**config.mk**
```make
export PLATFORM = sky130hd
export DESIGN_NAME = reg_scoreboard
export DESIGN_NICKNAME = d
export VERILOG_FILES = /design/src/rtl/reg_scoreboard.sv
export SDC_FILE = /design/constraint.sdc
export NUM_CORES = 1
export LEC_CHECK = 0
export CORE_UTILIZATION = 54
export CTS_BUF_LIST = sky130_fd_sc_hd__clkbuf_4 sky130_fd_sc_hd__clkbuf_8
export DETAILED_ROUTE_END_ITERATION = 10
export GPL_TIMING_DRIVEN = 0
export PLACE_DENSITY = 0.84
export SLEW_MARGIN = 20
export SYNTH_ARGS = -nofsm -noshare
export SYNTH_HDL_FRONTEND = slang
export SYNTH_SLANG_ARGS = --single-unit
export TNS_END_PERCENT = 30
```
**constraint.sdc**
```tcl
create_clock -name clk -period 7.6 [get_ports clk]
set_input_delay 0.76 -clock clk [delete_from_list [all_inputs] [get_ports clk]]
set_output_delay 0.76 -clock clk [all_outputs]
set_load 0.03 [all_outputs]
```
**src/rtl/reg_scoreboard.sv**
```systemverilog
// Register scoreboard: one pending bit per architectural register, with a
// same-cycle release bypass to the decode lookups, plus occupancy, stall and sticky error tracking.
module reg_scoreboard #(
    parameter int N_REG = 8,
    parameter int W_RD  = 3,
    parameter int W_SC  = 16
) (
    input  logic            clk,
    input  logic            rst,
    input  logic            lookup_v_i,
    input  logic [W_RD-1:0] rd_name_i,
    input  logic [W_RD-1:0] rs_name_i,
    input  logic            rs_used_i,
    output logic            rd_reserved_o,
    output logic            rs_reserved_o,
    input  logic            reserve_i,
    input  logic            release_i,
    input  logic [W_RD-1:0] release_name_i,
    input  logic            flush_i,
    output logic [W_RD:0]   busy_cnt_o,
    output logic            all_clear_o,
    output logic [W_SC-1:0] stall_cnt_o,
    output logic [1:0]      err_o
);

    logic [N_REG-1:0] bitmap_r;
    logic [N_REG-1:0] bitmap_next_s;
    logic [N_REG-1:0] rel_mask_s;
    logic [N_REG-1:0] res_mask_s;
    logic [W_RD:0]    busy_cnt_r;
    logic             all_clear_r;
    logic [W_SC-1:0]  stall_cnt_r;
    logic [1:0]       err_r;
    logic             rel_hits_rd_s;
    logic             rel_hits_rs_s;
    logic             dbl_res_s;
    logic             bad_rel_s;
    logic             hazard_s;

    function automatic logic [W_RD:0] pop_count(input logic [N_REG-1:0] vec);
        logic [W_RD:0] cnt;
        cnt = {(W_RD+1){1'b0}};
        for (int i = 0; i < N_REG; i++) begin
            cnt = cnt + (W_RD+1)'(vec[i]);
        end
        return cnt;
    endfunction

    // A release retiring in this cycle is hidden from both lookups (bypass).
    assign rel_hits_rd_s = release_i & (release_name_i == rd_name_i);
    assign rel_hits_rs_s = release_i & (release_name_i == rs_name_i);
    assign rd_reserved_o = bitmap_r[rd_name_i] & ~rel_hits_rd_s;
    assign rs_reserved_o = rs_used_i & bitmap_r[rs_name_i] & ~rel_hits_rs_s;
    assign hazard_s      = lookup_v_i & (rd_reserved_o | rs_reserved_o);

    assign dbl_res_s = ~flush_i & reserve_i & bitmap_r[rd_name_i] & ~rel_hits_rd_s;
    assign bad_rel_s = ~flush_i & release_i & ~bitmap_r[release_name_i];

    // Set after clear, so a same-register reserve+release leaves the new writer pending.
    assign rel_mask_s    = release_i ? ({{(N_REG-1){1'b0}}, 1'b1} << release_name_i) : {N_REG{1'b0}};
    assign res_mask_s    = reserve_i ? ({{(N_REG-1){1'b0}}, 1'b1} << rd_name_i) : {N_REG{1'b0}};
    assign bitmap_next_s = flush_i ? {N_REG{1'b0}} : ((bitmap_r & ~rel_mask_s) | res_mask_s);

    // State, occupancy summary, stall counter and sticky errors.
    always_ff @(posedge clk) begin
        if (rst) begin
            bitmap_r    <= {N_REG{1'b0}};
            busy_cnt_r  <= {(W_RD+1){1'b0}};
            all_clear_r <= 1'b1;
            stall_cnt_r <= {W_SC{1'b0}};
            err_r       <= 2'b00;
        end else begin
            bitmap_r    <= bitmap_next_s;
            busy_cnt_r  <= pop_count(bitmap_next_s);
            all_clear_r <= ~|bitmap_next_s;
            if (hazard_s && !(&stall_cnt_r)) begin
                stall_cnt_r <= stall_cnt_r + {{(W_SC-1){1'b0}}, 1'b1};
            end
            err_r       <= err_r | {bad_rel_s, dbl_res_s};
        end
    end

    assign busy_cnt_o  = busy_cnt_r;
    assign all_clear_o = all_clear_r;
    assign stall_cnt_o = stall_cnt_r;
    assign err_o       = err_r;

endmodule

```
==> impl_metrics.tcl <==
set metrics [dict create \
    fin_tns_setup_ns 0 \
    dpl.hpwl_mm 3.40 \
    p_seq_share_pct 50.5 \
    fillerInstances 277 \
    fmax_mhz 238 \
    grt_pass1_wl_mm 7.78 \
    cts_tree "built" \
    pwr-share-comb_pct 19.7 \
    syn-num-nets 261 \
    path_clk_slew_ns 0.10 \
    async_reset_ff_share_pct 0 \
    grt_setup_unrepaired "no" \
    port_buffers 36 \
    routed-wl-met3_um 234 \
    wl_met1_mm 2.21 \
    ir_drop_mv 0.0943 \
    outcome "complete, no violations" \
    grtUsageTotal_pct 25.2 \
    drive_gt1_share_pct 7.53 \
    power.internal_mw 0.236 \
    antenna_found_initial 0 \
    drtAntennaViolNets 0 \
    viasPerCell 5.58 \
    synth_edf_count 0 \
    final-hold-violation-count 0 \
    drc 0 \
    antenna_cells 0 \
    root_buffer "clkbuf_4" \
    dieArea_mm2 0.00389 \
    crit_path_end "busy_cnt_o[2]" \
    synth_fa_ha_area_share_pct 7.25 \
    ys_ff_latch 31 \
    ys.warnings.count 0 \
    top_layer_used "met4" \
    setup_viol_count_final 0 \
    setup_slack_ns 3.40 \
    synth_top_family_by_area "simple AND/OR/NAND/NOR gates" \
    final_util_pct 71.5 \
    cts.path.max_buffers 2 \
    synth_xor_area_share_pct 3.12 \
    coreArea_mm2 0.00342 \
    yosys.area_share.simple_pct 27.8 \
    multiInputGateArea_mm2 0.00121 \
    reg2reg_from "bitmap_r[1]" \
    grt_max_degree 11 \
    synthFlopType "dfxtp_1" \
    ys_types 45 \
    numCtsBuffers 5 \
    cp.required_ns 7.82 \
    worstHoldPathType "flop to flop" \
    seqCellArea_um2 621 \
    max_slew.worst_pin.slew_ns 0.476 \
    synth_seq_area_share_pct 31.5 \
    cp_max_fo 7 \
    fp.dieW_um 62.4 \
    drt-initial-drc-count 162 \
    period_share_pct 55.3 \
    p_per_area_mw_per_mm2 136 \
    cts_resized 0 \
    cp-start-kind "input port" \
    max_cap_violations 0 \
    gr-total-overflow 0 \
    arrival_ns 4.43 \
    synthMuxAreaShare_pct 9.60 \
    rows 21 \
    p_clk_share_pct 29.8 \
    cts_sinks 31 \
    startpoint "release_i" \
    crit_type "input port to flop" \
    synthCells 236 \
    hold_buffers 0 \
    syn-cell-area_mm2 0.00197 \
    first_pass_iters 4 \
    switching_share_pct 28.8 \
    pin_count 41 \
    worst-r2r-setup-slack_ns 4.37 \
    wl_per_cell_um 14.4 \
    final_cells 325 \
    drt-total-wl_mm 4.69 \
    worst_r2r_path_depth 13 \
    drv_slew 0 \
    h-tree-depth 2 \
    endpoint_kind "flop" \
    place_inst 318 \
    slew_headroom_pct 68.2 \
    gp_congestion 0.878 \
    via_count 1814 \
    synth_area_per_cell_um2 8.34 \
    switching_power_mw 0.0954 \
    power.leakage_nw 0.985 \
    clk_latency_ns 0.34 \
    areaGrowthSynthToFinish_pct 24.1 \
    period_minus_slack_ns 4.20 \
    grt_pass1_vias 1682 \
    dp_slack_ns 3.07 \
    nNetsFinal 304 \
    die_y_um 62.4 \
    post_cts_buffers 0 \
    wl_met2_mm 2.17 \
    synth_compound_area_share_pct 13.8 \
    start_util_pct 57.6 \
    r2r_end "busy_cnt_o[2]" \
    finClkSkew_ns 0.00810 \
]
==> cells in the mapped netlist (all sizes together) (3+ instances only) <==
library cell | n | area, µm²
nand2 | 22 | 82.6
o21ba | 3 | 30.0
nand2b | 3 | 18.8
dfxtp | 31 | 621
xnor2 | 6 | 52.6
buf | 9 | 61.3
fa | 4 | 80.1
nor2 | 20 | 75.1
and3 | 4 | 25.0
nor2b | 9 | 56.3
nand3 | 10 | 50.1
mux2i | 8 | 80.1
o31ai | 4 | 30.0
nor3 | 7 | 35.0
or3 | 9 | 56.3
or4 | 3 | 22.5
o21ai | 9 | 45.0
nand4 | 11 | 68.8
ha | 5 | 62.6
clkbuf | 4 | 15.0
inv | 16 | 60.1
a21oi | 11 | 55.1
mux2 | 5 | 63.8
==> power groups by stage <==
stage                     clock network (mW)  registers, mW  logic, mW
after CTS                             0.0996          0.168     0.0653
after detailed placement                   0          0.171     0.0648
after floorplan                            0          0.176     0.0364
after global placement                     0          0.171     0.0641
final                                 0.0990          0.168     0.0653
after global routing                   0.105          0.168     0.0712
==> cell families (layout without fill, tap and decap cells) <==
group	after synthesis	in the layout
muxes	15	15
DFF	31	31
xor gates and xnor gates	7	7
buffers and inverters	29	72
AOI/OAI and AO/OA	40	40
and+or+nand+nor	105	105
adders and majority gates	9	9
==> cell type report <==
| class | instances | share of cell area, % |
|---|---|---|
| multi-input combinational | 176 | 49.6 |
| tap | 46 | 2.36 |
| inverter | 16 | 2.46 |
| sequential | 31 | 25.4 |
| clock inverter | 1 | 0.205 |
| clock buffer | 6 | 2.10 |
| buffer | 13 | 3.13 |
| timing repair buffer | 36 | 14.8 |
==> per-layer routing <==
layer  global-route usage [%]  vias to the layer above
met5                        0                        -
met4                     8.72                        0
met3                     5.11                        6
met2                     41.2                       54
met1                     33.1                      838
li1                         -                      916
==> through the flow <==
| step | instance area, µm² | hold slack (ns) | power (mW) |
|---|---|---|---|
| final | 2440 | 0.489 | 0.332 |
| after global routing | 2440 | 0.523 | 0.344 |
| after CTS | 2440 | 0.495 | 0.332 |
| after detailed placement | 2390 | 0.473 | 0.236 |
| after global placement | 2390 | 0.466 | 0.235 |
| after floorplan | 1970 | 0.582 | 0.212 |
==> registers in the layout, summed over array words and instances, names as in the netlist <==
register and flops:
all_clear_o 1, bitmap_r 8, busy_cnt_o 4, stall_cnt_o 16
err_o 2
==> cell usage in the layout, fill, tap and decap left out, drive strengths merged, types with 3 or more instances in the layout <==
master | netlist | routed
clkbuf | 4 | 10
ha | 5 | 5
mux2 | 5 | 5
nand3 | 10 | 10
nor3 | 7 | 7
or4 | 3 | 3
clkdlybuf4s50 | 0 | 36
and3 | 4 | 4
nor2b | 9 | 9
nand2b | 3 | 3
nor2 | 20 | 20
dfxtp | 31 | 31
o21ba | 3 | 3
fa | 4 | 4
buf | 9 | 9
a21oi | 11 | 11
or3 | 9 | 9
o31ai | 4 | 4
xnor2 | 6 | 6
mux2i | 8 | 8
nand4 | 11 | 11
nand2 | 22 | 22
inv | 16 | 16
o21ai | 9 | 9
==> critical path, cell delays in order <==
cell and delay [ns]:
clkdlybuf4s50_1 0.65, nand2b_1 0.12, nor2_1 0.10, nand2_1 0.06
a22o_1 0.19, nand2_1 0.12, inv_1 0.07, fa_1 0.53
inv_1 0.05, fa_1 0.47, inv_1 0.05, fa_1 0.49
ha_1 0.16, inv_1 0.06, fa_1 0.38, xor2_1 0.14
nor2_1 0.05
==> worst min-delay path by stage <==
stage,start,end,depth (start not counted)
after CTS,err_o[1],err_o[1],2
after global routing,stall_cnt_o[8],stall_cnt_o[8],2
final,err_o[1],err_o[1],2
after global placement,err_o[1],err_o[1],2
after detailed placement,err_o[1],err_o[1],2
after floorplan,bitmap_r[0],bitmap_r[0],3
Note: power is estimated with default switching activity, not from simulation.
